### config.mk
export PLATFORM = sky130hd
export DESIGN_NAME = muldiv_sequencer
export DESIGN_NICKNAME = d
export VERILOG_FILES = /design/src/rtl/muldiv_pkg.sv /design/src/rtl/muldiv_core.sv /design/src/rtl/muldiv_sequencer.sv
export SDC_FILE = /design/constraint.sdc
export NUM_CORES = 1
export LEC_CHECK = 0
export ABC_AREA = 1
export CAP_MARGIN = 20
export CORE_ASPECT_RATIO = 1.2
export CORE_MARGIN = 8
export CORE_UTILIZATION = 40
export CTS_CLUSTER_DIAMETER = 60
export DETAILED_ROUTE_END_ITERATION = 6
export PLACE_DENSITY_LB_ADDON = 0.3
export SKIP_CTS_REPAIR_TIMING = 1
export SYNTH_ARGS = -nofsm -noshare
export SYNTH_HDL_FRONTEND = slang
export SYNTH_SLANG_ARGS = --single-unit
### constraint.sdc
create_clock -name clk -period 10.41 [get_ports clk]
set_input_delay 1.041 -clock clk [delete_from_list [all_inputs] [get_ports clk]]
set_output_delay 1.041 -clock clk [all_outputs]
set_load 0.05 [all_outputs]
### src/rtl/muldiv_pkg.sv
`default_nettype none
// ============================================================================
// Module      : muldiv_pkg
// Description : Shared opcode encoding and sequencer state encoding.
// Revision    : 1.0 - initial release
// ============================================================================
package muldiv_pkg;

    localparam int OP_CODE_LEN = 4;

    localparam logic [OP_CODE_LEN-1:0] OP_ADD = 4'h0;
    localparam logic [OP_CODE_LEN-1:0] OP_SUB = 4'h1;
    localparam logic [OP_CODE_LEN-1:0] OP_MUL = 4'h8;
    localparam logic [OP_CODE_LEN-1:0] OP_DIV = 4'h9;
    localparam logic [OP_CODE_LEN-1:0] OP_MOD = 4'hA;

    localparam logic [1:0] c_st_idle = 2'd0;
    localparam logic [1:0] c_st_busy = 2'd1;
    localparam logic [1:0] c_st_done = 2'd2;

    typedef enum logic [1:0] {
        ST_IDLE = c_st_idle,
        ST_BUSY = c_st_busy,
        ST_DONE = c_st_done
    } state_t;

    function automatic logic is_muldiv_op(input logic [OP_CODE_LEN-1:0] op);
        return (op == OP_MUL) || (op == OP_DIV) || (op == OP_MOD);
    endfunction

endpackage
`default_nettype wire

### src/rtl/muldiv_core.sv
`default_nettype none
// ============================================================================
// Module      : muldiv_core
// Description : Iterative shift-add multiply / restoring divide datapath.
// Revision    : 1.0 - initial release
// ============================================================================
module muldiv_core #(
    parameter int WIDTH = 32
) (
    input  logic             clk,
    input  logic             rst,
    input  logic             load,
    input  logic             step,
    input  logic             is_mul,
    input  logic [WIDTH-1:0] a,
    input  logic [WIDTH-1:0] b,
    output logic [WIDTH-1:0] acc_rem,
    output logic [WIDTH-1:0] shift_x
);

    // r_acc: product / remainder; r_x: multiplicand / dividend->quotient;
    // r_y: multiplier / divisor
    logic [WIDTH-1:0] r_acc;
    logic [WIDTH-1:0] r_x;
    logic [WIDTH-1:0] r_y;

    logic [WIDTH:0]   w_rem_sh;
    logic [WIDTH:0]   w_rem_diff;
    logic             w_q_bit;

    assign w_rem_sh   = {r_acc, r_x[WIDTH-1]};
    assign w_rem_diff = w_rem_sh - {1'b0, r_y};
    assign w_q_bit    = (w_rem_sh >= {1'b0, r_y});

    always_ff @(posedge clk or posedge rst) begin
        if (rst) begin
            r_acc <= '0;
            r_x   <= '0;
            r_y   <= '0;
        end else if (load) begin
            r_acc <= '0;
            r_x   <= a;
            r_y   <= b;
        end else if (step) begin
            if (is_mul) begin
                r_acc <= r_acc + (r_y[0] ? r_x : '0);
                r_x   <= r_x << 1;
                r_y   <= r_y >> 1;
            end else begin
                r_acc <= w_q_bit ? w_rem_diff[WIDTH-1:0] : w_rem_sh[WIDTH-1:0];
                r_x   <= {r_x[WIDTH-2:0], w_q_bit};
            end
        end
    end

    assign acc_rem = r_acc;
    assign shift_x = r_x;

endmodule
`default_nettype wire

### src/rtl/muldiv_sequencer.sv
`default_nettype none
// ============================================================================
// Module      : muldiv_sequencer
// Description : EX-stage MUL/DIV/MOD sequencer with pipeline stall control.
// Revision    : 1.0 - initial release
// ============================================================================
module muldiv_sequencer
    import muldiv_pkg::*;
#(
    parameter int WIDTH       = 32,
    parameter int OP_CODE_LEN = muldiv_pkg::OP_CODE_LEN
) (
    input  logic                   clk,
    input  logic                   rst,
    input  logic                   start,
    input  logic [OP_CODE_LEN-1:0] op,
    input  logic [WIDTH-1:0]       a,
    input  logic [WIDTH-1:0]       b,
    input  logic                   flush,
    output logic                   stall,
    output logic                   busy,
    output logic                   done,
    output logic [WIDTH-1:0]       result,
    output logic                   div_by_zero
);

    localparam int             c_cnt_w = (WIDTH > 1) ? $clog2(WIDTH) : 1;
    localparam logic [c_cnt_w-1:0] c_last = c_cnt_w'(WIDTH - 1);

    state_t                   r_state;
    state_t                   w_next;
    logic [c_cnt_w-1:0]       r_count;
    logic [OP_CODE_LEN-1:0]   r_op;
    logic                     r_dbz;
    logic [WIDTH-1:0]         r_result;

    logic                     w_req;
    logic                     w_req_dbz;
    logic                     w_load;
    logic                     w_step;
    logic [WIDTH-1:0]         w_acc_rem;
    logic [WIDTH-1:0]         w_shift_x;
    logic [WIDTH-1:0]         w_final;

    assign w_req     = start && is_muldiv_op(op);
    assign w_req_dbz = (op != OP_MUL) && (b == '0);

    always_ff @(posedge clk or posedge rst) begin
        if (rst) r_state <= ST_IDLE;
        else     r_state <= w_next;
    end

    always_comb begin
        w_next = r_state;
        stall  = 1'b0;
        busy   = 1'b0;
        done   = 1'b0;
        w_load = 1'b0;
        w_step = 1'b0;
        case (r_state)
            ST_IDLE: begin
                stall = w_req;
                if (w_req && !flush) begin
                    w_load = 1'b1;
                    w_next = w_req_dbz ? ST_DONE : ST_BUSY;
                end
            end
            ST_BUSY: begin
                stall = 1'b1;
                busy  = 1'b1;
                if (flush) begin
                    w_next = ST_IDLE;
                end else begin
                    w_step = 1'b1;
                    if (r_count == c_last) w_next = ST_DONE;
                end
            end
            ST_DONE: begin
                busy   = 1'b1;
                done   = !flush;
                w_next = ST_IDLE;
            end
            default: w_next = ST_IDLE;
        endcase
    end

    always_ff @(posedge clk or posedge rst) begin
        if (rst) begin
            r_count  <= '0;
            r_op     <= '0;
            r_dbz    <= 1'b0;
            r_result <= '0;
        end else begin
            if (w_load) begin
                r_count <= '0;
                r_op    <= op;
                r_dbz   <= w_req_dbz;
            end else if (w_step) begin
                r_count <= r_count + 1'b1;
            end
            if (done) r_result <= w_final;
        end
    end

    // With b == 0 the core is loaded but never stepped, so shift_x still holds a
    always_comb begin
        w_final = w_acc_rem;
        if (r_op == OP_DIV)      w_final = r_dbz ? '1 : w_shift_x;
        else if (r_op == OP_MOD) w_final = r_dbz ? w_shift_x : w_acc_rem;
    end

    assign result      = done ? w_final : r_result;
    assign div_by_zero = done && r_dbz;

    muldiv_core #(
        .WIDTH (WIDTH)
    ) u_core (
        .clk     (clk),
        .rst     (rst),
        .load    (w_load),
        .step    (w_step),
        .is_mul  (r_op == OP_MUL),
        .a       (a),
        .b       (b),
        .acc_rem (w_acc_rem),
        .shift_x (w_shift_x)
    );

endmodule
`default_nettype wire

Word-level counts from Yosys, hierarchy flattened
Index checks and enable logic that the tools add are counted.
W data, S select, Z words.

storage, ports and cells
  register bits = 140

operators by class
  equality and inequality tests = 12
  multiplexer cells = 30
  reduce and logical (&&, ||, !) cells = 14
  magnitude comparators = 1
  $add $sub $neg = 3

operators by type and width
  kind                   count
  $mux W32               15
  $ge A33 B32 Y1         1
  $add A32 B32 Y32       1
  $logic_not A32 Y1      1
  $sub A32 B32 Y32       1
  $eq A4 B4 Y1 const B   6
  $mux W5                2
  $mux W2                4
  $mux W1                7
  $add A5 B1 Y5 const B  1
  $eq A5 B5 Y1 const B   1
  $logic_and A1 B1 Y1    4
  $ne A4 B4 Y1 const B   1
  $pmux W2 S2            1
  $reduce_and A2 Y1      2
  $reduce_bool A2 Y1     2
  $ne A3 B3 Y1 const B   1
  $eq A2 B1 Y1 const B   1
  $eq A2 B2 Y1 const B   1
  $logic_not A2 Y1       1
  $logic_or A1 B1 Y1     2
  $ne A2 B2 Y1 const B   1
  $pmux W1 S2            1
  $reduce_or A2 Y1       1
  $logic_not A1 Y1       1

Longest topological paths before layout
Gate-level depths: netlist of the first run.

  depth after elaboration = 9
  mapped depth = 18
  depth with buffers taken out = 18

Cells and area by module
From an unflattened synthesis of the first run, not the netlist that was laid out.

unflattened totals
  cells, all modules = 2068
  area total of the unflattened synthesis = 12852.3 um^2

by module, submodules not included
  module            times used  area each (um^2)  cells each
  muldiv_core       1           9679.3            1616
  muldiv_sequencer  1           3173.0            452

Worst setup path before layout of the first run
No wires, ideal clock.

  path kind = in2out
  start point = input flush
  end point = output result[15]
  cell stages on the path = 5
  setup slack = 6519 ps
  data arrival time = 2850 ps
  data required time = 9369 ps
  path buffers = 2
  cell sequence = inv_1 > nand2_1 > clkbuf_1 > clkbuf_1 > o31ai_1

on the way
  cells in the longest elaborated chain, start to end = 3

ends and longest elaborated chain
  element           line                    RTL
  from (decl)       muldiv_sequencer.sv:19  input logic flush,
  $logic_not A1 Y1  muldiv_sequencer.sv:80  done = !flush;
  $mux W1           muldiv_sequencer.sv:60  case (r_state)
  $mux W32          n/a
  to (decl)         muldiv_sequencer.sv:23  output logic [WIDTH-1:0] result,

Every way passes these cells.

Worst setup path in the final report of the first run
  start point = input flush
  end point = output result[20]

Same word-level chain as after synthesis.

==> impl_metrics.py, run 1 <==
metrics = {
    "route": {
        "drt-total-wl_um": 36360,
        "wl_per_cell_um": 15.79,
        "drt_iter0_drc": 862,
        "antenna_left": 0,
        "drc": 0,
        "first_pass_iters": 6,
        "num_vias": 11867,
        "viasPerCell": 5.153,
    },
    "cts": {
        "cts_buffer_depth": 2,
        "tritoncts": "done",
        "clock-sinks": 140,
        "cts-root-buf": "clkbuf_16",
        "cts_buffers": 17,
        "clkTransAtPathRegs_ns": 0.06,
        "ctsHtreeMaxLevel": 4,
        "clkLatencyLatePin_ns": 0.43,
    },
    "sta": {
        "setup_violations": 0,
        "rsz0062_at_grt": "no",
        "hold_viol": 0,
        "slew_headroom_pct": 33.46,
        "final.setup.tns_ns": 0,
        "final.period_utilization_pct": 41.22,
        "period_minus_slack_ns": 4.291,
        "tightest_slew_ns": 0.9970,
        "skew_ns": 0.009063,
        "fmax_mhz": 233.0,
        "setup_slack_ns": 6.119,
        "slew_violations": 0,
    },
    "floorplanning": {
        "ioPinCount": 108,
        "start_util_pct": 40.26,
        "fp.dieArea_sq_mm": 0.03532,
        "rows": 69,
        "coreArea_sq_mm": 0.02935,
        "die_w_um": 172.9,
        "die_h_um": 204.3,
    },
    "power": {
        "p_leak_uw": 0.007115,
        "fin_total_pwr_uw": 4696,
        "power.density_mw_per_mm2": 341.2,
        "peakVddDrop_v": 0.0001863,
    },
    "cells_and_area": {
        "drive_gt1_share_pct": 3.502,
        "area.growth.synth_to_final_pct": 16.48,
        "layout.nets": 2044,
        "antenna_cells": 0,
        "finalNonFillerCells": 2303,
        "multi_input_area_sq_mm": 0.006999,
        "nFillCells": 3067,
        "register_area_sq_mm": 0.003503,
        "post-route-util_pct": 46.90,
    },
    "grt": {
        "grt_usage_pct": 20.63,
        "grt_pass1_vias": 11681,
        "antenna_found_initial": 0,
        "grt_max_degree": 80,
        "grt_pass1_wl_um": 59750,
        "grt-ovfl-total": 0,
    },
    "placement": {
        "dp_hpwl_um": 28880,
        "portBuffers": 107,
        "dp_cells": 2270,
        "routabilityCongestion": 0.9145,
        "dp_slack_ns": 5.668,
    },
    "logic_synthesis": {
        "ys_seq_area_share_pct": 29.65,
        "yosysWarnings": 0,
        "synthesis.nets": 1973,
        "syn_avg_cell_area_sq_um": 6.458,
        "synthesis.area_sq_mm": 0.01182,
        "ys_async_sr_fraction_pct": 100.0,
        "yosysUniqueCellTypes": 47,
        "ys_ff_latch": 140,
        "synth_edf_count": 0,
        "ys.flop_type": "dfrtp_1",
        "synthCells": 1830,
    },
    "run": {
        "drv_cap": 0,
    },
    "worst_setup_path": {
        "worstSetupPathType": "input port to primary output",
        "required_ns": 9.37,
        "start_kind": "input port",
        "cp_max_fo": 58,
        "crit_path_end_kind": "primary output",
        "critPathArrivalTime_ns": 3.25,
    },
    "status": {
        "status": "completed",
    },
    "worst_hold_path": {
        "hold_path_class": "register to register",
    },
}
-- flip-flops by register name (all words and copies together), names as in the netlist --
register / cells
r_count: 5
r_dbz: 1
u_core.shift_x: 32
u_core.r_y: 32
u_core.acc_rem: 32
r_result: 32
r_op: 4
r_state: 2
-- cells in the final DEF, fill, tap and decap left out, types with 4 or more instances in the layout --
master / n
a21oi_1: 108
a31oi_1: 6
buf_4: 9
clkbuf_16: 17
clkdlybuf4s50_1: 107
clkinv_2: 4
clkinvlp_4: 5
dfrtp_1: 140
ha_1: 69
inv_1: 269
nand2_1: 593
nand2_2: 6
nand3_1: 121
nand3b_1: 8
nand4_1: 14
nor2_1: 110
nor2_2: 5
nor3_1: 43
nor4_1: 12
o211ai_1: 32
o21ai_0: 106
o21bai_1: 6
o221ai_1: 31
o31ai_1: 32
xor2_1: 19
-- routing by layer --
| metal | track usage [%] | wire length [um] |
|---|---|---|
| met5 | 0 | 0 |
| met4 | 6.876 | 968 |
| met3 | 2.865 | 1513 |
| met2 | 34.71 | 16770 |
| met1 | 26.95 | 17110 |
-- synthesized netlist by cell type (all sizes together) (32+ instances only) --
library cell,n,area (sq um)
a21oi,108,540.5
dfrtp,140,3503
nor3,45,235.2
clkbuf,42,157.7
o21ai,108,544.3
ha,69,863.3
nor2,116,455.4
nand2,601,2292
o211ai,32,240.2
o31ai,32,240.2
nand3,124,630.6
inv,272,1023
-- cells by family after synthesis --
logic type,Yosys count,synth area share (%)
flops,140,29.65
fa+ha+maj,71,7.644
simple gates,929,33.21
xor+xnor,22,1.631
compound gates,328,16.56
buf+inv,340,11.31
-- power by group --
group,internal [uW],total (uW),switching [uW],leakage [uW]
sequential,784,991,206,0.00176
clock,338,583,246,0.000260
combinational,1010,3120,2110,0.00509
-- critical path: stages --
cell,delay (ns)
clkdlybuf4s50_1,0.42
inv_1,0.13
nand2_2,0.16
buf_12,0.22
o31ai_1,0.36
clkdlybuf4s50_1,0.88
-- worst paths after layout --
path | end | slack, ns | cells after the start | startpoint
setup / recovery | result[20] | 6.12 | 6 | flush
hold / removal | r_op[3] | 0.46 | 2 | r_op[3]
setup reg to reg | u_core.acc_rem[0] | 7.27 | 8 | r_state[1]
hold reg to reg | r_op[3] | 0.46 | 2 | r_op[3]
max in group asynchronous | u_core.acc_rem[23] | 8.29 | 4 | rst
min in group asynchronous | r_result[1] | 1.05 | 2 | rst
-- through the flow --
stage	hold slack, ns	cell area (sq um)
6_report	0.4601	13770
4_1_cts	0.4550	13720
3_5_place_dp	0.4384	13170
2_1_floorplan	0.4225	11820
3_3_place_gp	0.4352	13170
5_1_grt	0.4962	13770
-- cell type report --
cell class | instances | share of cell area (%)
multi-input cells | 1350 | 50.85
flip-flops and latches | 140 | 25.45
repair buffers | 118 | 8.617
inverters | 274 | 7.526
well taps | 390 | 3.545
clock buffers | 20 | 3.318
clock inverters | 11 | 0.6999
No activity file was read; power rests on OpenSTA's default activity.
==> inputs of run 2 (changes only) <==
Clock period 10.41 ns to 3.4 ns, I/O delays scaled along.
==> run 2 against run 1 <==
Cell area is 3.7% higher. Non-clock buffer count rose by 10. Die area unchanged. Clock skew shrank 0.00069 ns. Combinational power rose to 3.3 times the previous value. Count of clock-buffer cells in the layout up 2. Global-route usage is 0.77 points higher. Clock power rose to 3.4 times the previous value. Sequential share of layout area decreased by 0.90 points. Worst setup slack got worse by 5.8 ns. Final cell count is 0.43% higher. Total power grew to 3.3 times the previous value.
==> impl_metrics.py, run 2 (synthesis results as in run 1) <==
metrics = {
    "cells_and_area": {
        "layout.nets": 2054,
        "antenna_cells": 0,
        "drive_gt1_share_pct": 5.668,
        "layout_commonest_cell": "nand2_1",
        "area.growth.synth_to_final_pct": 20.76,
        "final_cell_mix": "nand2_1, inv_1, dfrtp_1",
    },
    "cts": {
        "ctsHtreeMaxLevel": 4,
        "clkLatencyLatePin_ns": 0.43,
        "clock-sinks": 140,
        "tritoncts": "done",
        "cts_buffers": 17,
        "clkTransAtPathRegs_ns": 0.06,
        "cts_buffer_depth": 2,
        "cts-root-buf": "clkbuf_16",
    },
    "floorplanning": {
        "coreArea_sq_mm": 0.02935,
        "start_util_pct": 40.26,
        "die_h_um": 204.3,
        "rows": 69,
        "ioPinCount": 108,
        "die_w_um": 172.9,
        "fp.dieArea_sq_mm": 0.03532,
    },
    "route": {
        "drt_iter0_drc": 894,
        "wl_per_cell_um": 16.24,
        "first_pass_iters": 5,
        "viasPerCell": 5.173,
        "antenna_left": 0,
        "drc": 0,
        "drt-total-wl_um": 37570,
        "num_vias": 11964,
    },
    "worst_hold_path": {
        "hold_path_class": "input port to async pin",
    },
    "worst_setup_path": {
        "cp_max_fo": 64,
        "reg2reg_slack_ns": 0.63,
        "reg2reg_depth": 18,
        "r2r-end": "u_core.acc_rem[28]",
        "regToRegStartpoint": "u_core.r_y[0]",
        "crit_path_end": "result[31]",
        "required_ns": 3.06,
        "critPathArrivalTime_ns": 2.79,
        "worstSetupStartpoint": "r_op[2]",
        "worstSetupPathType": "register to primary output",
        "start_kind": "register",
        "crit_path_end_kind": "primary output",
    },
    "placement": {
        "portBuffers": 107,
        "routabilityCongestion": 0.9218,
        "dp_hpwl_um": 29630,
        "dp_slack_ns": 0.6499,
    },
    "grt": {
        "grt_pass1_vias": 11954,
        "grt_max_degree": 81,
        "grt_usage_pct": 21.40,
        "grt-ovfl-total": 0,
        "antenna_found_initial": 0,
        "grt_pass1_wl_um": 62130,
    },
    "power": {
        "clkPwrFrac_pct": 13.1,
        "comb_power_share_pct": 67.1,
        "p_int_uw": 7279,
        "p_sw_uw": 8051,
        "p_seq_share_pct": 19.9,
        "p_leak_uw": 0.007376,
        "power.density_mw_per_mm2": 1074,
        "peakVddDrop_v": 0.0006603,
        "p_sw_share_pct": 52.52,
    },
    "status": {
        "status": "completed",
    },
    "run": {
        "drv_cap": 0,
    },
    "sta": {
        "tightest_slew_ns": 0.7510,
        "final.setup.tns_ns": 0,
        "hold_viol": 0,
        "period_minus_slack_ns": 3.130,
        "final.period_utilization_pct": 92.05,
        "slew_violations": 0,
        "rsz0062_at_grt": "no",
        "fmax_mhz": 319.5,
        "skew_ns": 0.008368,
        "whs_ns": 0.2749,
        "slew_headroom_pct": 49.47,
        "setup_slack_ns": 0.2703,
        "setup_violations": 0,
    },
}
==> run 2: worst max-delay path, cell delays in order (launching register included) <==
cell and delay, ns:
dfrtp_1 0.38, nor2_1 0.24, inv_1 0.11, nor3_1 0.16
clkinv_1 0.08, buf_4 0.29, o21ai_0 0.14, a21oi_1 0.08
o31ai_1 0.60, buf_12 0.22
==> run 2: power by group through the flow <==
stage	Clock (uW)	Combinational, uW	Sequential [uW]
2_1_floorplan	0	7300	2800
3_3_place_gp	0	10100	3020
6_report	2000	10300	3040
3_5_place_dp	0	10200	3050
5_1_grt	2100	11500	3120
4_1_cts	2030	10300	3020
==> run 2: worst min-delay path by stage <==
stage,to,slack [ns]
2_1_floorplan,r_op[3],0.42
3_3_place_gp,r_op[3],0.44
3_5_place_dp,r_op[3],0.45
4_1_cts,u_core.shift_x[8],0.27
5_1_grt,u_core.shift_x[1],0.30
6_report,u_core.shift_x[4],0.27
==> run 2: cell type report <==
cell class	count	area, sq um
well taps	390	488.0
clock buffers	22	484.2
clock inverters	9	136.4
fillers	3001	15080
flip-flops and latches	140	3503
inverters	274	1035
repair buffers	128	1632
multi-input cells	1350	6993
==> run 2: stage by stage <==
stage / instances / area, sq um / util, % / power (uW)
6_report: 2313 / 14270 / 48.62 / 15330
5_1_grt: 2313 / 14270 / 48.62 / 16720
4_1_cts: 2312 / 14240 / 48.53 / 15320
3_5_place_dp: 2281 / 13620 / 46.41 / 13230
3_3_place_gp: 2280 / 13600 / 46.34 / 13150
2_1_floorplan: 1830 / 11820 / - / 10100
==> run 2: metal layers <==
| layer | track usage (%) | share of wire [%] |
|---|---|---|
| met1 | 28.74 | 47 |
| met2 | 35.50 | 46 |
| met3 | 2.661 | 4.8 |
| met4 | 6.630 | 2.1 |
| met5 | 0 | 0 |
